--- src/rtl/excpt_ctrl.sv ---
`default_nettype none
// ============================================================================
// Module   : excpt_ctrl
// Brief    : Exception/trap controller. Arbitrates one pipeline event, writes
//            the CSR exception port for one cycle, then flushes the pipeline
//            and hands a redirect PC (mtvec or mepc) to fetch via valid/ready.
// Revision : 1.0 - initial release
// ============================================================================
module excpt_ctrl #(
  parameter int DATA_WIDTH = 32,
  parameter int CNT_WIDTH  = 16
) (
  input  logic                  clk_i,
  input  logic                  rst_i,
  input  logic                  fetch_fault_i,
  input  logic [DATA_WIDTH-1:0] fetch_pc_i,
  input  logic                  mem_fault_i,
  input  logic [DATA_WIDTH-1:0] mem_pc_i,
  input  logic [DATA_WIDTH-1:0] mem_addr_i,
  input  logic                  mem_is_store_i,
  input  logic                  illegal_i,
  input  logic [DATA_WIDTH-1:0] illegal_pc_i,
  input  logic [DATA_WIDTH-1:0] illegal_instr_i,
  input  logic                  mret_i,
  input  logic [DATA_WIDTH-1:0] mtvec_i,
  input  logic [DATA_WIDTH-1:0] mepc_i,
  input  logic                  redirect_ready_i,
  output logic                  excpt_we_o,
  output logic [DATA_WIDTH-1:0] excpt_mepc_o,
  output logic [DATA_WIDTH-1:0] excpt_mtval_o,
  output logic [DATA_WIDTH-1:0] excpt_mcause_o,
  output logic                  flush_o,
  output logic                  redirect_valid_o,
  output logic [DATA_WIDTH-1:0] redirect_pc_o,
  output logic                  busy_o,
  output logic [CNT_WIDTH-1:0]  trap_count_o
);

  // Synchronous exception cause codes (interrupt bit clear)
  localparam logic [DATA_WIDTH-1:0] CAUSE_ILLEGAL = DATA_WIDTH'(2);
  localparam logic [DATA_WIDTH-1:0] CAUSE_FETCH   = DATA_WIDTH'(12);
  localparam logic [DATA_WIDTH-1:0] CAUSE_LOAD    = DATA_WIDTH'(13);
  localparam logic [DATA_WIDTH-1:0] CAUSE_STORE   = DATA_WIDTH'(15);

  typedef enum logic [1:0] {
    IDLE     = 2'd0,
    COMMIT   = 2'd1,
    REDIRECT = 2'd2
  } state_t;

  state_t                  state_q, state_d;
  logic [DATA_WIDTH-1:0]   mepc_q, mtval_q, cause_q, target_q;
  logic [CNT_WIDTH-1:0]    count_q;

  logic                    any_fault;
  logic [DATA_WIDTH-1:0]   sel_mepc, sel_mtval, sel_cause;

  assign any_fault = mem_fault_i | illegal_i | fetch_fault_i;

  // Fault arbitration: oldest instruction (mem stage) wins, then decode, then fetch
  always_comb begin
    sel_mepc  = '0;
    sel_mtval = '0;
    sel_cause = '0;
    if (mem_fault_i) begin
      sel_mepc  = mem_pc_i;
      sel_mtval = mem_addr_i;
      sel_cause = mem_is_store_i ? CAUSE_STORE : CAUSE_LOAD;
    end else if (illegal_i) begin
      sel_mepc  = illegal_pc_i;
      sel_mtval = illegal_instr_i;
      sel_cause = CAUSE_ILLEGAL;
    end else if (fetch_fault_i) begin
      sel_mepc  = fetch_pc_i;
      sel_mtval = fetch_pc_i;
      sel_cause = CAUSE_FETCH;
    end
  end

  // Next-state logic; events are only looked at in IDLE
  always_comb begin
    state_d = state_q;
    case (state_q)
      IDLE: begin
        if (any_fault)   state_d = COMMIT;
        else if (mret_i) state_d = REDIRECT;
      end
      COMMIT:   state_d = REDIRECT;
      REDIRECT: if (redirect_ready_i) state_d = IDLE;
      default:  state_d = IDLE;
    endcase
  end

  // State register
  always_ff @(posedge clk_i or negedge rst_i) begin
    if (!rst_i) state_q <= IDLE;
    else        state_q <= state_d;
  end

  // Captured trap info, redirect target and saturating trap counter
  always_ff @(posedge clk_i or negedge rst_i) begin
    if (!rst_i) begin
      mepc_q   <= '0;
      mtval_q  <= '0;
      cause_q  <= '0;
      target_q <= '0;
      count_q  <= '0;
    end else begin
      case (state_q)
        IDLE: begin
          if (any_fault) begin
            mepc_q  <= sel_mepc;
            mtval_q <= sel_mtval;
            cause_q <= sel_cause;
          end else if (mret_i) begin
            target_q <= mepc_i;
          end
        end
        COMMIT: begin
          target_q <= mtvec_i;
          if (count_q != '1) count_q <= count_q + CNT_WIDTH'(1);
        end
        default: ;
      endcase
    end
  end

  assign excpt_we_o       = (state_q == COMMIT);
  assign excpt_mepc_o     = mepc_q;
  assign excpt_mtval_o    = mtval_q;
  assign excpt_mcause_o   = cause_q;
  assign flush_o          = (state_q != IDLE);
  assign redirect_valid_o = (state_q == REDIRECT);
  assign redirect_pc_o    = target_q;
  assign busy_o           = (state_q != IDLE);
  assign trap_count_o     = count_q;

endmodule
`default_nettype wire

--- config.mk ---
export PLATFORM = sky130hd
export DESIGN_NAME = excpt_ctrl
export DESIGN_NICKNAME = d
export VERILOG_FILES = /design/src/rtl/excpt_ctrl.sv
export SDC_FILE = /design/constraint.sdc
export NUM_CORES = 1
export LEC_CHECK = 0
export BUFFER_PORTS_ARGS = -buffer_cell sky130_fd_sc_hd__buf_2
export CAP_MARGIN = 20
export CORE_MARGIN = 5
export CORE_UTILIZATION = 30
export CTS_CLUSTER_DIAMETER = 200
export CTS_CLUSTER_SIZE = 12
export DETAILED_ROUTE_END_ITERATION = 7
export PLACE_DENSITY = 0.55
export SLEW_MARGIN = 10
export SYNTH_ARGS = -nofsm -noshare
export SYNTH_HDL_FRONTEND = slang
export SYNTH_SLANG_ARGS = --single-unit
--- constraint.sdc ---
create_clock -name clk_i -period 1.75 [get_ports clk_i]
set_input_delay 0.35 -clock clk_i [delete_from_list [all_inputs] [get_ports clk_i]]
set_output_delay 0.35 -clock clk_i [all_outputs]
set_load 0.02 [all_outputs]
* Word level (Yosys, flattened, before mapping) *
Index checks and enable logic that the tools add are counted.

storage, ports and cells
  bits in registers = 146
  input bits = 232
  output and inout port bits = 148

operators by class
  add/sub/neg operators = 1
  equality and inequality tests = 7
  mux-type cells = 16
  bitwise logic cells = 2
  reduce and logical (&&, ||, !) cells = 7

operators with widths
  operator                                                         number
  32-bit two-way mux                                               7
  32-bit one-hot mux with 2 select lines                           1
  16-bit by 1-bit adder with 16-bit output, second input constant  1
  16-bit inequality test, second input constant                    1
  4-bit two-way mux                                                3
  2-bit two-way mux                                                4
  2-bit inequality test, second input constant                     3
  2-bit one-hot mux with 3 select lines                            1
  2-bit AND reduction                                              3
  2-bit nonzero test                                               2
  3-bit inequality test, second input constant                     1
  3-bit AND reduction                                              1
  2-bit by 1-bit == test with 1-bit output, second input constant  1
  2-bit == test, second input constant                             1
  2-bit zero test                                                  1
  1-bit OR                                                         2

* Longest topological paths before layout *
  word-level depth = 4
  gate-level depth with buffers = 7
  mapped depth without buffers = 5

* Least setup slack after synthesis *
OpenSTA, ideal clock, no wires.

  kind = reg-to-reg
  start = register count_q[0], in the netlist trap_count_o[0]
  end = register count_q[10], in the netlist trap_count_o[10]
  arrival time = 1.533 ns
  required time = 1.670 ns
  slack = 0.137 ns
  stages on the path, launching flop included = 6
  path buffers = 0
  cell sequence = dfrtp_1 -> ha_1 -> nand3_1 -> or3_4 -> nor3_1 -> xor2_1

on the way
  longest elaborated chain between the ends = 2

RTL lines
  element                                                                                           RTL line  source
  from (decl)                                                                                       53        logic [CNT_WIDTH-1:0] count_q;
  from (signal assigned)                                                                            121       if (count_q != '1) count_q <= count_q + CNT_WIDTH'(1);
  parallel branches: the longest is 2 deep, another holds 16-bit by 1-bit adder with 16-bit output  --

Parallel ways; which one is timed is not known.
A chain may end at the register's enable or synchronous reset.

* Final worst setup path *
  start = register state_q[0]
  end = output port flush_o

on the way
  longest elaborated chain between the ends = 1

RTL lines
  element                 RTL line  source
  from (decl)             51        state_t state_q, state_d;
  from (signal assigned)  97        else state_q <= state_d;
  2-bit nonzero test      132       assign flush_o = (state_q != IDLE);
  to (decl)               32        output logic flush_o,

No other way between the ends.

==> flow_metrics.env <==
export IMPL_clock_power_share_pct=23.7
export IMPL_grt_max_degree=67
export IMPL_timing_fmax_mhz=599
export IMPL_coreArea_um2=20300
export IMPL_syn_area_per_cell_um2=9.84
export IMPL_min_period_ns=1.67
export IMPL_finalInstanceArea_um2=8960
export IMPL_insertion_delay_ns=0.40
export IMPL_yosysWarnings=0
export IMPL_required_ns=1.40
export IMPL_ys_flop_type="dfrtp_1"
export IMPL_ir_worst_vdd_mv=0.662
export IMPL_top_layer="met5"
export IMPL_wl_met1_um=8900
export IMPL_start_kind="flop"
export IMPL_pre_cts_ws_ns=-0.00649
export IMPL_cap_violations=0
export IMPL_final_util_pct=44.1
export IMPL_clk_pin_slew_ns=0.05
export IMPL_port_buffers=351
export IMPL_p_seq_share_pct=30.6
export IMPL_final_nets=1211
export IMPL_place_congestion=0.856
export IMPL_place_area_um2=8280
export IMPL_htreeDepth=4
export IMPL_rrSetupSlack_ns=0.19
export IMPL_grt_usage_pct=18.5
export IMPL_worst_hold_path_num_cells=2
export IMPL_slew_viol_final=0
export IMPL_synth_largest_area_cell="dfrtp_1"
export IMPL_intPower_mw=8.95
export IMPL_holdPathEnd="state_q[1]"
export IMPL_drtIter0Drc=243
export IMPL_setup_ws_ns=0.0792
export IMPL_ys_top_cells_by_area="dfrtp_1, a221oi_1, o31ai_1, nor2b_1, nand2_1"
export IMPL_hold_start="redirect_ready_i"
export IMPL_clockRootBuffer="clkbuf_16"
export IMPL_hpwlAfterDp_um=17300
export IMPL_final_layout_size_suffix_gt1_share_pct=43.4
export IMPL_cp_arrival_ns=1.32
export IMPL_worstRegToRegCells=6
export IMPL_hold_path_class="in2reg"
export IMPL_vias_per_cell=4.80
export IMPL_area_growth_pct=44.2
export IMPL_r2r_end="trap_count_o[15]"
export IMPL_drc=0
export IMPL_r2r_start="trap_count_o[0]"
export IMPL_p_leak_nw=4.52
export IMPL_crit_path_end_kind="primary output"
export IMPL_rows=52
export IMPL_synthCells=631
export IMPL_die_area_um2=23700
export IMPL_wl_met2_um=10700
export IMPL_p_per_area_nw_per_um2=1700
export IMPL_synth_distinct_cells=37
export IMPL_yosysTopAreaCellShare_pct=47.1
export IMPL_setup_viol=0
export IMPL_drt_wirelength_per_cell_um=17.7
export IMPL_worstMarginPinSlew_ns=0.686
export IMPL_hold_viol=0
export IMPL_cts_tree="done"
export IMPL_status="complete, no violations"
export IMPL_async_flop_share_pct=100
export IMPL_grt_pass1_wl_um=34900
export IMPL_switching_share_pct=41.3
export IMPL_layoutNonFillerInstCount=1261
export IMPL_syn_area_um2=6210
export IMPL_whs_ns=0.152
export IMPL_vias=6055
export IMPL_p_switching_mw=6.30
export IMPL_overflow=0
export IMPL_finalWirelength_um=22300
export IMPL_fillers=2036
export IMPL_p_comb_share_pct=45.7
export IMPL_ys_seq_area_share_pct=47.1
export IMPL_crit_fanout=5
export IMPL_die_height_um=154
export IMPL_io_pins=380
export IMPL_cts_inserted_buffers=17
export IMPL_antenna_found_initial=6
export IMPL_ys_seq_elements=117
export IMPL_route_met3_wl_um=2140
export IMPL_postRouteAntennaNets=0
export IMPL_synth_most_common_cell="dfrtp_1"
export IMPL_synth_top_cells_by_count="dfrtp_1, nand2_1, nor2b_1"
export IMPL_slew_headroom_pct=54.3
export IMPL_synth_edf_count=0
export IMPL_critPathKind="reg2out"
export IMPL_fin_skew_ns=0.00797
export IMPL_period_share_pct=95.5
export IMPL_die_width_um=154
export IMPL_initial_core_util_pct=30.6
export IMPL_cts_sinks=117
export IMPL_grt_pass1_vias=6256
export IMPL_dp_cells=1223
export IMPL_rsz0062_at_grt="no"
export IMPL_clk_path_buf_depth=2
export IMPL_dr_pass1_iters=5
## layout make-up
cell class	count	area (um2)	share of cell area (%)
clock buffer	22	484	5.41
clock inverter	8	124	1.38
multi-input combinational	451	2930	32.7
timing repair buffer	387	2130	23.8
tap	270	338	3.77
inverter	4	15.0	0.168
antenna	2	5.00	0.0559
sequential	117	2930	32.7
## metrics by stage
step           power (mW)  setup TNS (ns)
2_1_floorplan        8.93               0
3_3_place_gp         11.6               0
3_5_place_dp         11.7        -0.00649
4_1_cts              15.5               0
5_1_grt              16.3               0
6_report             15.2               0
## registers in the layout, summed over array words and instances (netlist names)
name and count:
redirect_pc_o 32, trap_count_o 16, excpt_mcause_o 3, excpt_mtval_o 32, excpt_mepc_o 32, state_q 2
## worst max-delay path by stage
stage                    start           endpoint  slack (ns)  depth (start not counted)
2_1_floorplan  trap_count_o[0]   trap_count_o[10]        0.14                          5
3_3_place_gp         illegal_i  excpt_mtval_o[16]       0.005                          5
3_5_place_dp         illegal_i   excpt_mepc_o[16]      -0.006                          5
4_1_cts             state_q[0]            flush_o        0.02                          4
5_1_grt             state_q[0]            flush_o        0.01                          4
6_report            state_q[0]            flush_o        0.08                          4
## worst max-delay path, cell delays in order, from the launching register on
cell and delay [ns]:
dfrtp_2 0.44, nor2_4 0.12, buf_4 0.14, inv_2 0.07, buf_2 0.16
## layer usage
metal  GRT usage [%]  vias up
li1                -     2948
met4            6.48        8
met3            6.52       37
met1            22.8     2776
met2            30.1      286
met5               0        -
## placed cells by master, fill, tap and decap left out, types with 3 or more instances in the layout
cell type	n
xor2_1	15
buf_4	29
a221oi_1	64
nor2_1	4
nand3_1	5
buf_2	349
nand4_1	5
nor3_1	6
conb_1	28
buf_12	8
nand2_1	103
nor4_1	4
dfrtp_1	116
clkbuf_16	17
o21ai_0	33
nor2b_1	65
bufinv_16	3
o31ai_1	64
mux2i_1	32
clkbuf_8	4
## cell families (layout without fill, tap and decap cells)
logic type	count (synthesis)	count (layout)	share of synthesized area [%]
and+or+nand+nor	206	206	16.8
muxes	34	34	5.52
xor gates and xnor gates	15	15	2.12
buffers and inverters	90	421	8.00
adders and majority gates	1	1	0.201
DFF	117	117	47.1
AOI/OAI and AO/OA	167	167	20.2
other	1	30	0.0604
## timing repair
item,in CTS,in global routing
gates cloned,0,0
buffers inserted,4,1
endpoints found under the hold margin,15,0
pin swaps,1,0
resized for setup,4,0
hold buffers,1,0
endpoints found under the setup margin,3,2
## power groups by stage
stage / sequential [mW] / combinational [mW] / clock, mW
floorplan: 6.10 / 2.84 / 0
global placement: 4.68 / 6.93 / 0
detailed placement: 4.68 / 7.00 / 0
CTS: 4.67 / 7.07 / 3.72
global route: 4.84 / 7.65 / 3.85
finish: 4.66 / 6.97 / 3.62
Power figures use the tool's default switching activity.
